### config.mk
export PLATFORM = sky130hd
export DESIGN_NAME = fetch_unit
export DESIGN_NICKNAME = d
export VERILOG_FILES = /design/src/rtl/fetch_unit.sv
export SDC_FILE = /design/constraint.sdc
export NUM_CORES = 1
export LEC_CHECK = 0
export CELL_PAD_IN_SITES_DETAIL_PLACEMENT = 2
export CELL_PAD_IN_SITES_GLOBAL_PLACEMENT = 2
export CORE_MARGIN = 1
export CORE_UTILIZATION = 27
export CTS_CLUSTER_SIZE = 12
export DETAILED_ROUTE_END_ITERATION = 8
export PLACE_DENSITY = 0.95
export SLEW_MARGIN = 0
export SYNTH_ARGS = -nofsm -noshare
export SYNTH_HDL_FRONTEND = slang
export SYNTH_SLANG_ARGS = --single-unit
export TNS_END_PERCENT = 20
### constraint.sdc
create_clock -name CLK -period 3.5 [get_ports CLK]
set_input_delay 0.525 -clock CLK [delete_from_list [all_inputs] [get_ports CLK]]
set_output_delay 0.525 -clock CLK [all_outputs]
set_load 0.005 [all_outputs]
### src/rtl/fetch_unit.sv
// Instruction fetch unit: IDLE/FETCH/HOLD/HALT sequencer with branch redirect.
// Optional misaligned-redirect trap enabled by defining FETCH_ALIGN_CHECK_EN.
module fetch_unit #(
  parameter logic [31:0] RESET_PC = 32'h0000_0000
) (
  input  logic        CLK,
  input  logic        RST_N,
  output logic        IMEM_REQ,
  output logic [31:0] IMEM_ADDR,
  input  logic        IMEM_ACK,
  input  logic [31:0] IMEM_RDATA,
  input  logic        BR_TAKEN,
  input  logic [31:0] BR_TARGET,
  input  logic        STALL,
  output logic [31:0] INSTR,
  output logic [31:0] INSTR_PC,
  output logic        INSTR_VALID,
  output logic        ALIGN_ERR
);

  typedef enum logic [1:0] {IDLE, FETCH, HOLD, HALT} state_t;

  state_t      state_reg, state_next;
  logic [31:0] pc_reg, pc_next;
  logic [31:0] instr_reg, instr_next;
  logic [31:0] instr_pc_reg, instr_pc_next;
  logic        instr_valid_reg, instr_valid_next;
  logic [31:0] br_target_aligned;
  logic        misaligned;

  assign br_target_aligned = BR_TARGET & 32'hFFFF_FFFC;

`ifdef FETCH_ALIGN_CHECK_EN
  logic align_err_reg, align_err_next;
  assign misaligned = |BR_TARGET[1:0];
  assign ALIGN_ERR  = align_err_reg;
`else
  assign misaligned = 1'b0;
  assign ALIGN_ERR  = 1'b0;
`endif

  // State register and datapath registers
  always_ff @(posedge CLK or negedge RST_N) begin
    if (!RST_N) begin
      state_reg       <= IDLE;
      pc_reg          <= RESET_PC;
      instr_reg       <= 32'h0;
      instr_pc_reg    <= 32'h0;
      instr_valid_reg <= 1'b0;
`ifdef FETCH_ALIGN_CHECK_EN
      align_err_reg   <= 1'b0;
`endif
    end else begin
      state_reg       <= state_next;
      pc_reg          <= pc_next;
      instr_reg       <= instr_next;
      instr_pc_reg    <= instr_pc_next;
      instr_valid_reg <= instr_valid_next;
`ifdef FETCH_ALIGN_CHECK_EN
      align_err_reg   <= align_err_next;
`endif
    end
  end

  // Next-state logic; a redirect outranks both a memory response and a stall
  always_comb begin
    state_next       = state_reg;
    pc_next          = pc_reg;
    instr_next       = instr_reg;
    instr_pc_next    = instr_pc_reg;
    instr_valid_next = instr_valid_reg;
`ifdef FETCH_ALIGN_CHECK_EN
    align_err_next   = align_err_reg;
`endif
    if (state_reg == HALT) begin
      instr_valid_next = 1'b0;
    end else if (BR_TAKEN) begin
      instr_valid_next = 1'b0;
      if (misaligned) begin
        state_next = HALT;
`ifdef FETCH_ALIGN_CHECK_EN
        align_err_next = 1'b1;
`endif
      end else begin
        pc_next    = br_target_aligned;
        state_next = FETCH;
      end
    end else begin
      case (state_reg)
        IDLE: state_next = FETCH;
        FETCH: begin
          if (IMEM_ACK) begin
            instr_next       = IMEM_RDATA;
            instr_pc_next    = pc_reg;
            instr_valid_next = 1'b1;
            pc_next          = pc_reg + 32'd4;
            state_next       = HOLD;
          end
        end
        HOLD: begin
          if (!STALL) begin
            instr_valid_next = 1'b0;
            state_next       = FETCH;
          end
        end
        default: state_next = state_reg;
      endcase
    end
  end

  // Outputs decoded from registered state only
  always_comb begin
    IMEM_REQ    = (state_reg == FETCH);
    IMEM_ADDR   = pc_reg;
    INSTR       = instr_reg;
    INSTR_PC    = instr_pc_reg;
    INSTR_VALID = instr_valid_reg;
  end

endmodule

==> flow_metrics.tcl, run 1 <==
set metrics [dict create \
    status "finished clean" \
    drt_iter0_drc 145 \
    fin_nets 733 \
    synth_top_cell_by_area "dfrtp_1" \
    crit_path_top_delay_cell "clkdlybuf4s50_1" \
    startpoint "BR_TAKEN" \
    cts_htree_levels 3 \
    grt_pass1_vias 4914 \
    layout-drive-gt1-share_pct 5.689 \
    clock.fmax_mhz 417.3 \
    hpwl_um 12190 \
    antennaDiodeCount 0 \
    wl_per_cell_um 18.98 \
    cp_max_fo 46 \
    yosys_warnings 0 \
    timing.setup.tns_ps 0 \
    rsz0062_at_grt "false" \
    worst_slew_pin_slew_ps 1028 \
    ff2ff_setup_slack_ps 1180 \
    peakVddDrop_v 0.0002177 \
    numCtsBuffers 9 \
    largest_reg_flops 32 \
    path_clk_slew_ps 70 \
    die_w_um 129.6 \
    num_vias 4415 \
    portBuffers 160 \
    clk_latency_ps 360 \
    period_needed_ps 2397 \
    r2r_end "IMEM_ADDR[26]" \
    synth_edf_count 0 \
    power_density_mw_per_mm2 359.8 \
    critical_path_class "in -> reg" \
    pwr-share-clk_pct 47.5 \
    finalMaxSlewViolations 0 \
    path_buf_inv 4 \
    drt-total-wl_um 16780 \
    synth.area.top_cells "dfrtp_1, nand2_1, o21ai_0" \
    cp_top_family "buffers and inverters" \
    hold_buffers 0 \
    endpoint "INSTR[9]" \
    grt-ovfl-total 0 \
    firstDrtPassIters 4 \
    synth_async_sr_flop_share_pct 100.0 \
    grt_max_degree 76 \
    slew_headroom_pct 31.48 \
    io_pins 168 \
    synth_top_area_share_pct 54.04 \
    seqPwrFrac_pct 46.6 \
    clockBufferDepth 2 \
    cp-end-kind "flop" \
    core_area_mm2 0.01589 \
    gp_congestion 0.7685 \
    finalHoldViolCount 0 \
    cp-start-kind "input pin" \
    viasPerCell 4.994 \
    internal_power_mw 1.824 \
    start_util_pct 27.69 \
    finClkSkew_ps 9.324 \
    drc 0 \
    grt_use_total_pct 20.71 \
    seq_area_frac_synth_pct 54.04 \
    worstPathCellList "clkdlybuf4s50_1 -> buf_4 -> clkinv_1 -> nand3_2 -> buf_4 -> nand2_1 -> nand2_1" \
    crit_arrival_ps 2690 \
    postRouteAntennaNets 0 \
    post-route-period-util_pct 68.47 \
    p_switching_mw 0.5282 \
    cp.required_ps 3790 \
    row_count 46 \
    syn_inst 514 \
    layout_commonest_cell "nand2_1" \
    die-area_mm2 0.01681 \
    comb_power_share_pct 5.9 \
    die_h_um 129.6 \
    r2r_cells 6 \
    postSynthAreaPerCell_um2 8.559 \
    cts_tree "yes" \
    reg2reg_from "IMEM_ADDR[2]" \
    cpPeakStageDelay_ps 560 \
    antenna_found_initial 0 \
    postCtsSetupBuffers 0 \
    path_depth 7 \
    whs_ps 320.2 \
    p_sw_share_pct 22.45 \
    syn_to_final_growth_pct 48.63 \
    cts_resized 0 \
    cap_viol_max_count 0 \
    setup_viol 0 \
    power_leakage_nw 2.981 \
    clock-root-buffer "clkbuf_16" \
    clock-sinks 95 \
    synthDistinctLibCells 48 \
    min_path_type "in -> async" \
    synth_area_mm2 0.004399 \
    synthFlopType "dfrtp_1" \
    synth-seq-cells 95 \
    grt_pass1_wl_um 26460 \
    most-common-layout-cells "nand2_1, clkdlybuf4s50_1, dfrtp_1, o21ai_0, a21oi_1" \
]
==> layout make-up <==
cell class | count | area (um2)
clock buffers | 10 | 239.0
clock inverters | 6 | 92.59
fillers | 1788 | 9346
inverters | 5 | 18.77
multi-input cells | 382 | 1867
flip-flops and latches | 95 | 2377
well taps | 216 | 270.3
repair buffers | 170 | 1674
==> worst register-to-register path, stage by stage (launching register included) <==
cell and delay, ps:
dfrtp_1 460, ha_1 250, and4_1 400, nand4_1 280
nor4_1 500, mux2i_1 240, nor2_1 70
==> power by group through the flow <==
stage / clock [mW] / combinational (mW) / sequential, mW
2_1_floorplan: 0 / 0.0305 / 1.12
3_3_place_gp: 0 / 0.133 / 1.12
3_5_place_dp: 0 / 0.140 / 1.12
4_1_cts: 1.14 / 0.141 / 1.10
5_1_grt: 1.18 / 0.151 / 1.10
6_report: 1.12 / 0.138 / 1.10
==> worst min-delay path by stage <==
| stage | startpoint | to | slack (ps) |
|---|---|---|---|
| floorplan | RST_N | IMEM_ADDR[10] | 230 |
| global placement | INSTR[4] | INSTR[4] | 460 |
| detailed placement | INSTR_PC[26] | INSTR_PC[26] | 460 |
| CTS | RST_N | INSTR[28] | 390 |
| global route | RST_N | INSTR[28] | 440 |
| finish | RST_N | INSTR[28] | 320 |
==> synthesized netlist by cell type, types with 2 or more instances <==
master     count
nand2_1      201
dfrtp_1       95
clkbuf_1      27
o21ai_0       24
a21oi_1       20
nor2_1        18
nand3_1       14
o22ai_1       11
and3_1         8
nor3_1         8
buf_4          7
nand4_1        7
and4_1         6
a211oi_1       5
a31oi_1        5
a311oi_1       4
and2_1         4
inv_1          4
nor4_1         4
or2_2          4
a2bb2oi_1      3
mux2i_1        3
a21o_1         2
a32oi_1        2
nand3b_1       2
o21a_1         2
o22a_1         2
or3_1          2
==> kinds of logic after synthesis <==
kind of cell,share of synthesized area (%)
AND/OR/NAND/NOR,27.96
multiplexers,0.9386
adder cells (fa/ha/maj),0.2844
flip-flops,54.04
buffers and inverters,4.152
AO/OA/AOI/OAI,12.54
other,0.08524
==> per-layer routing <==
layer / GRT usage [%] / share of wire (%) / vias to the layer above
li1: - / - / 2034
met5: 0 / 0 / -
met4: 5.472 / 1.3 / 0
met3: 5.780 / 5.7 / 18
met1: 24.45 / 41 / 2235
met2: 36.80 / 52 / 128
==> per-stage QoR <==
step                      power (mW)  instance area [um2]  setup slack (ps)  std cells  util [%]
final                          2.352                 6539              1103        884     41.16
after global routing           2.431                 6539             955.0        884     41.16
after floorplan                1.149                 4414              1632        518         -
after detailed placement       1.258                 6207             714.4        868     39.08
after global placement         1.251                 6207             874.9        868     39.08
after CTS                      2.376                 6539              1059        884     41.16
Power figures use the tool's default switching activity.
==> run 2, diff against run 1 <==
- CORE_UTILIZATION: 27 -> 22
- PLACE_DENSITY: 0.95 -> 0.87
- clock period: 3.5 -> 2.1 ns (I/O delays scaled with it)
==> flow_metrics.tcl, run 2 (same netlist as run 1, synthesis figures left out) <==
set metrics [dict create \
    io_pins 168 \
    cp.required_ps 2330 \
    power_leakage_nw 3.169 \
    postRouteAntennaNets 0 \
    worstPathCellList "nand3_1 -> or2_4 -> or4_4 -> nor2_1 -> a211oi_1" \
    fin_nets 764 \
    grt_pass1_vias 4913 \
    layout_commonest_cell "nand2_1" \
    wl_per_cell_um 18.38 \
    fin_area_mm2 0.006939 \
    cpPeakStageDelay_ps 530 \
    grt_use_total_pct 17.61 \
    finalHoldViolCount 0 \
    clk_latency_ps 360 \
    antennaDiodeCount 0 \
    critical_path_class "reg -> reg" \
    clock-sinks 95 \
    postCtsSetupBuffers 0 \
    die_w_um 143.4 \
    drt_iter0_drc 146 \
    peakVddDrop_v 0.0003708 \
    stdcell_count 964 \
    period_needed_ps 2002 \
    clock.fmax_mhz 499.5 \
    die-area_mm2 0.02057 \
    syn_to_final_growth_pct 57.74 \
    start_util_pct 22.53 \
    drc 0 \
    gp_congestion 0.7684 \
    finClkSkew_ps 9.427 \
    place_area_mm2 0.006559 \
    post-route-period-util_pct 95.34 \
    firstDrtPassIters 4 \
    cp-end-kind "flop" \
    min_path_type "in -> async" \
    drt-total-wl_um 17720 \
    total_power_mw 3.942 \
    whs_ps 416.5 \
    clock-root-buffer "clkbuf_16" \
    crit_arrival_ps 2240 \
    status "finished clean" \
    num_vias 4548 \
    clockBufferDepth 2 \
    layout-drive-gt1-share_pct 11.02 \
    nFillCells 2207 \
    largest_reg_flops 32 \
    power_density_mw_per_mm2 568.1 \
    core_area_mm2 0.01953 \
    setup_viol 0 \
    viasPerCell 4.718 \
    grt_max_degree 59 \
    grt-ovfl-total 0 \
    multi_input_area_mm2 0.001914 \
    cp-start-kind "flop" \
    finalMaxSlewViolations 0 \
    cp_max_fo 6 \
    most-common-layout-cells "nand2_1, clkdlybuf4s50_1, dfrtp_1, buf_4, o21ai_0" \
    cts_htree_levels 3 \
    numCtsBuffers 9 \
    antenna_found_initial 0 \
    rsz0062_at_grt "true" \
    timing.setup.tns_ps 0 \
    crit_path_top_delay_cell "or4_4" \
    portBuffers 160 \
    path_buf_inv 0 \
    dp_cells 947 \
    cts_tree "yes" \
    cp_top_family "simple AND/OR/NAND/NOR gates" \
    grt_pass1_wl_um 27340 \
    path_clk_slew_ps 70 \
    row_count 51 \
    hpwl_um 13030 \
    seqCellArea_mm2 0.002377 \
    cap_viol_max_count 0 \
    die_h_um 143.4 \
]
[run 2: layout make-up]
class / count / share of cell area (%)
Timing Repair Buffer: 201 / 28.34
Inverter: 5 / 0.2705
Tap cell: 265 / 4.778
Multi-Input combinational cell: 382 / 27.59
Sequential cell: 95 / 34.26
Clock buffer: 9 / 3.246
Clock inverter: 7 / 1.515
[run 2: per-layer routing]
layer	GRT usage [%]	wire (um)	up-vias
met2	30.35	8584	128
met3	4.032	1066	20
li1	-	-	2088
met5	0	0	-
met1	21.38	7786	2312
met4	6.327	279	0
[run 2: final timing paths]
path | from | slack, ps | cells after the start | endpoint
setup / recovery | IMEM_ADDR[3] | 100 | 5 | IMEM_ADDR[27]
hold / removal | RST_N | 420 | 2 | INSTR[1]
setup reg to reg | IMEM_ADDR[3] | 100 | 5 | IMEM_ADDR[27]
hold reg to reg | INSTR[22] | 470 | 2 | INSTR[22]
max in group asynchronous | RST_N | 1030 | 3 | INSTR[17]
min in group CLK | BR_TAKEN | 430 | 3 | INSTR_VALID
[run 2: timing repair]
item	in CTS	in global routing
hold buffers	1	0
endpoints found under the hold margin	22	0
gates resized for setup	0	9
endpoints found under the setup margin	0	8
[run 2: through the flow]
| stage | util [%] | worst slack [ps] |
|---|---|---|
| after global routing | 35.54 | -11.67 |
| final | 35.54 | 97.88 |
| after floorplan | - | 231.5 |
| after detailed placement | 33.59 | 47.85 |
| after global placement | 33.59 | 114.8 |
| after CTS | 35.33 | 30.72 |
[run 2: power breakdown]
part | switching [mW] | internal, mW
registers | 0 | 1.83
logic | 0.100 | 0.134
clock network | 0.818 | 1.06
[run 2: worst reg2reg max path: cells and delay by family, from the launching register on]
kind / cells / cell delay (ps)
and+or+nand+nor: 4 / 1310
DFF: 1 / 460
AOI/OAI and AO/OA: 1 / 110
==> run 3, diff against run 2 <==
- HOLD_SLACK_MARGIN: default -> 0.03
==> results of run 3 <==
Final layout, timing and power as in run 2 (identical DEF).
